**src/rtl/buzzer_scheduler.sv**
```systemverilog
// buzzer_scheduler: arbitrates three melody requesters onto one piezo output
// and sequences {runs, halfperiod} note entries into a registered square wave.
module buzzer_scheduler #(
  parameter int                  DEPTH     = 16,
  parameter logic [32*DEPTH-1:0] NOTES     = '0,
  parameter int                  START0    = 0,
  parameter int                  START1    = 4,
  parameter int                  START2    = 8,
  parameter logic [15:0]         REST_HALF = 16'd1000
) (
  input  logic       hwclk,
  input  logic       rst,
  input  logic [2:0] req,
  input  logic       abort,
  output logic [2:0] grant,
  output logic [2:0] done,
  output logic       busy,
  output logic       buzz
);

  localparam int AW = (DEPTH > 1) ? $clog2(DEPTH) : 1;
  localparam logic [AW-1:0] LAST_ADDR = AW'(DEPTH - 1);
  localparam logic [AW-1:0] S0 = AW'(START0);
  localparam logic [AW-1:0] S1 = AW'(START1);
  localparam logic [AW-1:0] S2 = AW'(START2);

  typedef enum logic [1:0] {IDLE, LOAD, PLAY, DONE} state_t;

  state_t      state_q, state_d;
  logic [2:0]  owner_q, owner_d;
  logic [AW-1:0] addr_q, addr_d;
  logic [15:0] hp_q, hp_d;
  logic [15:0] runs_q, runs_d;
  logic [16:0] cnt_q, cnt_d;
  logic [15:0] rc_q, rc_d;
  logic        buzz_q, buzz_d;

  // Unpack the flat note table into addressable words.
  logic [31:0] table_w [DEPTH];
  for (genvar gi = 0; gi < DEPTH; gi++) begin : g_unpack
    assign table_w[gi] = NOTES[32*gi +: 32];
  end

  // In PLAY the entry being fetched is the following note so it can start
  // without a gap; elsewhere it is the current address.
  logic [AW-1:0] rd_addr;
  logic [31:0]   ent;
  logic [15:0]   half;
  logic [16:0]   period_last;

  assign rd_addr     = (state_q == PLAY && addr_q != LAST_ADDR) ? addr_q + AW'(1) : addr_q;
  assign ent         = table_w[rd_addr];
  assign half        = (hp_q == 16'd0) ? REST_HALF : hp_q;
  assign period_last = {half, 1'b0} - 17'd1;

  assign busy  = (state_q == LOAD) || (state_q == PLAY);
  assign grant = busy ? owner_q : 3'b000;
  assign done  = (state_q == DONE) ? owner_q : 3'b000;
  assign buzz  = buzz_q;

  // State and datapath registers; reset clears everything without a done pulse.
  always_ff @(posedge hwclk or posedge rst) begin
    if (rst) begin
      state_q <= IDLE;
      owner_q <= '0;
      addr_q  <= '0;
      hp_q    <= '0;
      runs_q  <= '0;
      cnt_q   <= '0;
      rc_q    <= '0;
      buzz_q  <= 1'b0;
    end else begin
      state_q <= state_d;
      owner_q <= owner_d;
      addr_q  <= addr_d;
      hp_q    <= hp_d;
      runs_q  <= runs_d;
      cnt_q   <= cnt_d;
      rc_q    <= rc_d;
      buzz_q  <= buzz_d;
    end
  end

  // Next-state logic: arbitration, note loading, phase/run counting, abort.
  always_comb begin
    state_d = state_q;
    owner_d = owner_q;
    addr_d  = addr_q;
    hp_d    = hp_q;
    runs_d  = runs_q;
    cnt_d   = cnt_q;
    rc_d    = rc_q;
    buzz_d  = 1'b0;
    case (state_q)
      IDLE: begin
        if (req != 3'b000) begin
          state_d = LOAD;
          if (req[0]) begin
            owner_d = 3'b001;
            addr_d  = S0;
          end else if (req[1]) begin
            owner_d = 3'b010;
            addr_d  = S1;
          end else begin
            owner_d = 3'b100;
            addr_d  = S2;
          end
        end
      end
      LOAD: begin
        hp_d   = ent[15:0];
        runs_d = ent[31:16];
        cnt_d  = '0;
        rc_d   = '0;
        if (abort || ent[31:16] == 16'd0) state_d = DONE;
        else                              state_d = PLAY;
      end
      PLAY: begin
        buzz_d = (hp_q != 16'd0) && (cnt_q < {1'b0, half});
        if (cnt_q == period_last) begin
          cnt_d = '0;
          rc_d  = rc_q + 16'd1;
          if (rc_q == runs_q - 16'd1) begin
            if (addr_q == LAST_ADDR) begin
              state_d = DONE;
            end else begin
              addr_d = addr_q + AW'(1);
              hp_d   = ent[15:0];
              runs_d = ent[31:16];
              rc_d   = '0;
              if (ent[31:16] == 16'd0) state_d = DONE;
            end
          end
        end else begin
          cnt_d = cnt_q + 17'd1;
        end
        if (abort) begin
          state_d = DONE;
          buzz_d  = 1'b0;
        end
      end
      DONE: begin
        state_d = IDLE;
        owner_d = '0;
      end
      default: state_d = IDLE;
    endcase
  end

endmodule

```
**config.mk**
```make
export PLATFORM = sky130hd
export DESIGN_NAME = buzzer_scheduler
export DESIGN_NICKNAME = d
export VERILOG_FILES = /design/src/rtl/buzzer_scheduler.sv
export SDC_FILE = /design/constraint.sdc
export NUM_CORES = 1
export LEC_CHECK = 0
export ABC_CLOCK_PERIOD_IN_PS = 2500
export CAP_MARGIN = 15
export CELL_PAD_IN_SITES_DETAIL_PLACEMENT = 0
export CELL_PAD_IN_SITES_GLOBAL_PLACEMENT = 1
export CORE_MARGIN = 8
export CORE_UTILIZATION = 35
export CTS_CLUSTER_DIAMETER = 60
export DETAILED_ROUTE_END_ITERATION = 8
export PLACE_DENSITY = 0.7
export SLEW_MARGIN = 15
export SYNTH_ARGS = -nofsm -noshare
export SYNTH_HDL_FRONTEND = slang
export SYNTH_SLANG_ARGS = --single-unit
```
**constraint.sdc**
```tcl
create_clock -name hwclk -period 2.5 [get_ports hwclk]
set_clock_uncertainty 0.1 [all_clocks]
set_input_delay 0.5 -clock hwclk [delete_from_list [all_inputs] [get_ports hwclk]]
set_output_delay 0.5 -clock hwclk [all_outputs]
set_load 0.05 [all_outputs]
```
=== Word-level counts from Yosys, hierarchy flattened ===
Memories as Yosys holds them, arrays and structs flattened.
Cells that the tools add are included.

* Reductions and logical operators: 17
* $lt $le $gt $ge: 2
* Multiplexer cells: 41
* $add $sub $neg: 5
* Equality and inequality tests: 14
* Bitwise operators: 1

{| class="wikitable"
|+ Operator list
! cell !! count
|-
| $mux 16 || 10
|-
| $pmux 16 s2 || 3
|-
| $mux 32 || 2
|-
| $pmux 17 s2 || 1
|-
| $logic_not 16->1 || 2
|-
| $mux 4 || 7
|-
| $add 17x1->17 const B || 1
|-
| $eq 17x17->1 || 1
|-
| $lt 17x16->1 || 1
|-
| $mux 17 || 1
|-
| $sub 17x1->17 const B || 1
|-
| $add 16x1->16 const B || 1
|-
| $eq 16x16->1 || 1
|-
| $reduce_bool 16->1 || 1
|-
| $sub 16x1->16 const B || 1
|-
| $mux 3 || 5
|-
| $mux 2 || 6
|-
| $pmux 2 s4 || 1
|-
| $pmux 4 s2 || 1
|-
| $reduce_and 4->1 || 2
|-
| $ne 3x2->1 const B || 2
|-
| $pmux 3 s2 || 1
|-
| $reduce_bool 2->1 || 3
|-
| $ge 5x5->1 const B || 1
|-
| 16 further kinds || 24
|}

* Input bits: 6
* Register bits: 75
* Bits in read-only memories: 512
* Memories kept: 1

{| class="wikitable"
|+ Memories
! name !! words !! width !! read ports !! clocked after memory_dff !! wr ports !! line !! source
|-
| (no name shown) || 16 || 32 || 1 || 0 || 0 || 52 || <nowiki>assign ent = table_w[rd_addr];</nowiki>
|}

=== Depth between registers and ports, before layout ===
Gate-level depths: netlist (run 1).

* Word-level depth: 14
* Mapped depth: 8
* Gate-level depth less buffers: 7

=== Least setup slack after synthesis (run 1) ===
Ideal clock, no wire load.

* Kind: reg2out
* Start: register state_q[0]
* End: output port grant[0]
* Arrival time: 1.767 ns
* Buffers on the path: 1
* Required time: 1.900 ns
* Path slack: 0.133 ns
* Stages on the path, launching flop included: 5
* Path through: dfrtp_1 inv_1 ha_1 clkbuf_1 and2_1

* Word-level cells in the longest chain between the ends: 3
* Elaborated cells on any way between the ends: 4
* Those cells by class: 2 x eq/ne; 1 x mux; 1 x reduce/logical

{| class="wikitable"
|+ Ends and longest elaborated chain
! what !! line !! source
|-
| start: declaration || 29 || <nowiki>state_t state_q, state_d;</nowiki>
|-
| start signal: assignment || 73 || <nowiki>state_q <= state_d;</nowiki>
|-
| $eq 2x1->1 or $eq 2x2->1 (tied branches) || 56 || <nowiki>assign busy = (state_q == LOAD) || (state_q == PLAY);</nowiki>
|-
| $logic_or 1x1->1 * || 56 ||
|-
| via busy || 17 || <nowiki>output logic busy,</nowiki>
|-
| $mux 3 * || 57 || <nowiki>assign grant = busy ? owner_q : 3'b000;</nowiki>
|-
| end: declaration || 15 || <nowiki>output logic [2:0] grant,</nowiki>
|}

The timed path passes the listed nets; every way through them passes the cells marked *.

=== Worst setup path in the final report (run 1) ===
* Start: register state_q[0]
* End: output port grant[2]

* Word-level cells in the longest chain between the ends: 3
* Elaborated cells on any way between the ends: 4
* Those cells by class: 2 x eq/ne; 1 x mux; 1 x reduce/logical

{| class="wikitable"
|+ Ends and longest elaborated chain
! what !! line
|-
| $eq 2x1->1 or $eq 2x2->1 (tied branches) || 56
|-
| $logic_or 1x1->1 * || 56
|-
| $mux 3 * || 57
|}

Mark *: on every way between the ends. The rest lies on a longest branch, timed or not.

==> flow_summary.toml, run 1 <==
[power]
p_sw_share_pct = 35.5
ir_drop_mv = 0.850
pwr-share-comb_pct = 37.6
leakage_nw = 1.22
clockPowerShare_pct = 28.6
power_frac_seq_pct = 33.8
p_switching_uw = 828
p_int_mw = 1.51
powerDensity_nw_per_um2 = 783

[routing]
antenna_left = 0
wirelength_um = 5190
vias = 1945
drt_iter0_drc = 79
viasPerCell = 5.08
wire_per_inst_um = 13.5
drtPass1Iterations = 4
drc = 0

[clock_network]
cts_tree = "built"
clock_sinks = 42
clk_pin_slew_ns = 0.08
cts_buffers = 5
cts_resized = 0
root_buffer = "clkbuf_8"
clock_latency_ns = 0.29
hold_buffers = 0
cts_max_level = 2
cts_buffer_depth = 2
post_cts_buffers = 0

[layout]
final_common_cell = "dfrtp_1"
final_nets = 297
antenna-diode-count = 0
area_delta_synth_final_pct = 16.4
final_cells = 383
drive_gt1_share_pct = 13.7
final_cell_mix = "dfrtp_1 (42), nand2_1 (31), nor2_1 (29)"

[logic_synthesis]
synth-xor-area-share_pct = 6.16
synth-edff-count = 0
seq_area_frac_synth_pct = 41.1
synth_top_area_share_pct = 41.1
synth.cell_area_um2 = 2560
async_flop_share_pct = 100
synth_area_per_cell_um2 = 9.66
synth_top_family_by_area = "simple AND/OR/NAND/NOR gates"
synth_ff_type = "dfrtp_1"
ys_ff_latch = 42
synth_nets = 279
synth_cell_type_count = 55
ys_top_cells_by_area = "dfrtp_1 (41%), nand2_1 (4.5%), nor2_1 (4.3%)"
synthMuxAreaShare_pct = 1.71
synth_compound_area_share_pct = 12.5
ys_warn_count = 0
yosys.area_share.adder_pct = 3.91
yosysTopAreaCell = "dfrtp_1"
synthSimpleGateAreaFrac_pct = 31.0
syn_inst = 265

[placed_design]
hpwl_um = 3760
numPortBuffers = 12
gp_congestion = 0.778
dp_cells = 375

[die]
start_util_pct = 35.7
core.rowCount = 31
die_y_um = 102
die_area_um2 = 10300
ios = 14
coreArea_um2 = 7180
die_w_um = 102

[sta]
hold_viol_final = 0
period_share_pct = 90.4
fin_crit_ns = 2.26
fmaxAchievable_mhz = 443
setup_viol = 0
slew_viol_final = 0
slew_headroom_pct = 63.7
tightest_slew_ns = 0.544
rsz0062_at_grt = "false"
finalSetupTns_ns = 0

[critical_path]
cp_cell_sequence = "inv_1 -> ha_1 -> buf_4 -> and2_1 -> buf_12"
critPathCaptureType = "primary output"
cp_data_arrival_time_ns = 1.66
critPathMaxStageDelay_ns = 0.41
worstSetupPathType = "reg2out"
cp_max_fo = 4
path_buf_inv = 3
critPathSlowestCell = "dfrtp_1"
critical-path-top-delay-family = "buffers and inverters"
cp.required_ns = 1.90
start_kind = "flip-flop"

[grt]
grt_overflow = 0
grt_pass1_wl_um = 9290
antenna_found_initial = 0
grt_pass1_vias = 2003
grt_max_degree = 43
track_usage_pct = 11.3

[job]
maxCapViolCount = 0

[status]
status = "complete, no violations"

[hold_path]
worstHoldPathType = "reg2reg"
==> per-stage QoR <==
stage | hold WS, ns | util [%] | worst slack [ns] | total power [mW] | area [um^2]
floorplan | 0.343 | - | 0.133 | 1.36 | 2560
global placement | 0.378 | 39.5 | 0.216 | 1.69 | 2840
detailed placement | 0.389 | 39.5 | 0.163 | 1.69 | 2840
CTS | 0.402 | 41.5 | 0.215 | 2.37 | 2980
global route | 0.428 | 41.5 | 0.107 | 2.46 | 2980
finish | 0.401 | 41.5 | 0.240 | 2.33 | 2980
==> final timing paths <==
check	startpoint	endpoint	slack, ns	depth (start not counted)
worst max-delay path	state_q[0]	grant[2]	0.24	5
worst min register to register	rc_q[15]	rc_q[15]	0.40	1
worst max register to register	rc_q[0]	state_q[1]	0.26	6
worst min-delay path	rc_q[15]	rc_q[15]	0.40	1
max in group asynchronous	rst	rc_q[13]	1.39	3
min in group asynchronous	rst	rc_q[5]	0.54	3
==> logic make-up (layout without fill, tap and decap cells) <==
family | after synthesis | after routing
xor+xnor | 18 | 18
fa+ha+maj | 8 | 8
compound gates | 45 | 45
flops | 42 | 42
mux | 4 | 4
buf+inv | 18 | 37
simple gates | 129 | 129
other cells | 1 | 1
==> registers in the layout, indices dropped and copies added (netlist names) <==
signal / count
addr_q: 4
cnt_q: 17
owner_q: 3
rc_q: 16
state_q: 2
==> worst reg2reg max path: stages, from the launching register on <==
cell     delay, ns
dfrtp_1       0.39
ha_1          0.26
nand3_4       0.15
nor4_4        0.53
nand3_2       0.16
a31oi_4       0.22
mux2_1        0.33
==> power groups by stage <==
stage,sequential [mW],combinational [mW],clock (mW)
2_1_floorplan,0.786,0.573,0
3_3_place_gp,0.801,0.892,0
3_5_place_dp,0.803,0.887,0
4_1_cts,0.789,0.891,0.688
5_1_grt,0.798,0.953,0.712
6_report,0.788,0.878,0.668
==> final cells by class <==
class / instances / area, um^2
timing repair buffer: 19 / 205
multi-input combinational: 205 / 1420
clock buffer: 6 / 82.6
fill: 711 / 4200
clock inverter: 2 / 60.1
inverter: 10 / 37.5
tap: 99 / 124
sequential: 42 / 1050
==> cell usage after synthesis (all sizes together), types with 3 or more instances <==
cell type	n
a21oi	10
a22o	3
a31oi	9
and2	10
and4	5
buf	6
dfrtp	42
ha	8
inv	10
mux2	3
nand2	31
nand3	15
nand4	8
nor2	29
nor2b	3
nor3	8
nor4	5
nor4b	3
o21ai	7
o22ai	4
xnor2	12
xor2	6
==> per-layer routing <==
| layer | share of wire, % | global-route usage [%] | wire [um] | vias to the layer above |
|---|---|---|---|---|
| li1 | - | - | - | 983 |
| met1 | 49 | 14.0 | 2550 | 951 |
| met2 | 48 | 18.6 | 2490 | 9 |
| met3 | 2.1 | 2.68 | 108 | 2 |
| met4 | 0.79 | 3.67 | 41 | 0 |
| met5 | 0 | 0 | 0 | - |
Power figures use the tool's default switching activity.
==> run 2: changes to the inputs <==
--- a/config.mk
+++ b/config.mk
@@ -14,6 +14,7 @@
 export CTS_CLUSTER_DIAMETER = 60
 export DETAILED_ROUTE_END_ITERATION = 8
 export PLACE_DENSITY = 0.7
+export SKIP_CTS_REPAIR_TIMING = 1
 export SLEW_MARGIN = 15
 export SYNTH_ARGS = -nofsm -noshare
 export SYNTH_HDL_FRONTEND = slang
==> results of run 2 <==
Final layout, timing and power as in run 1 (identical DEF).
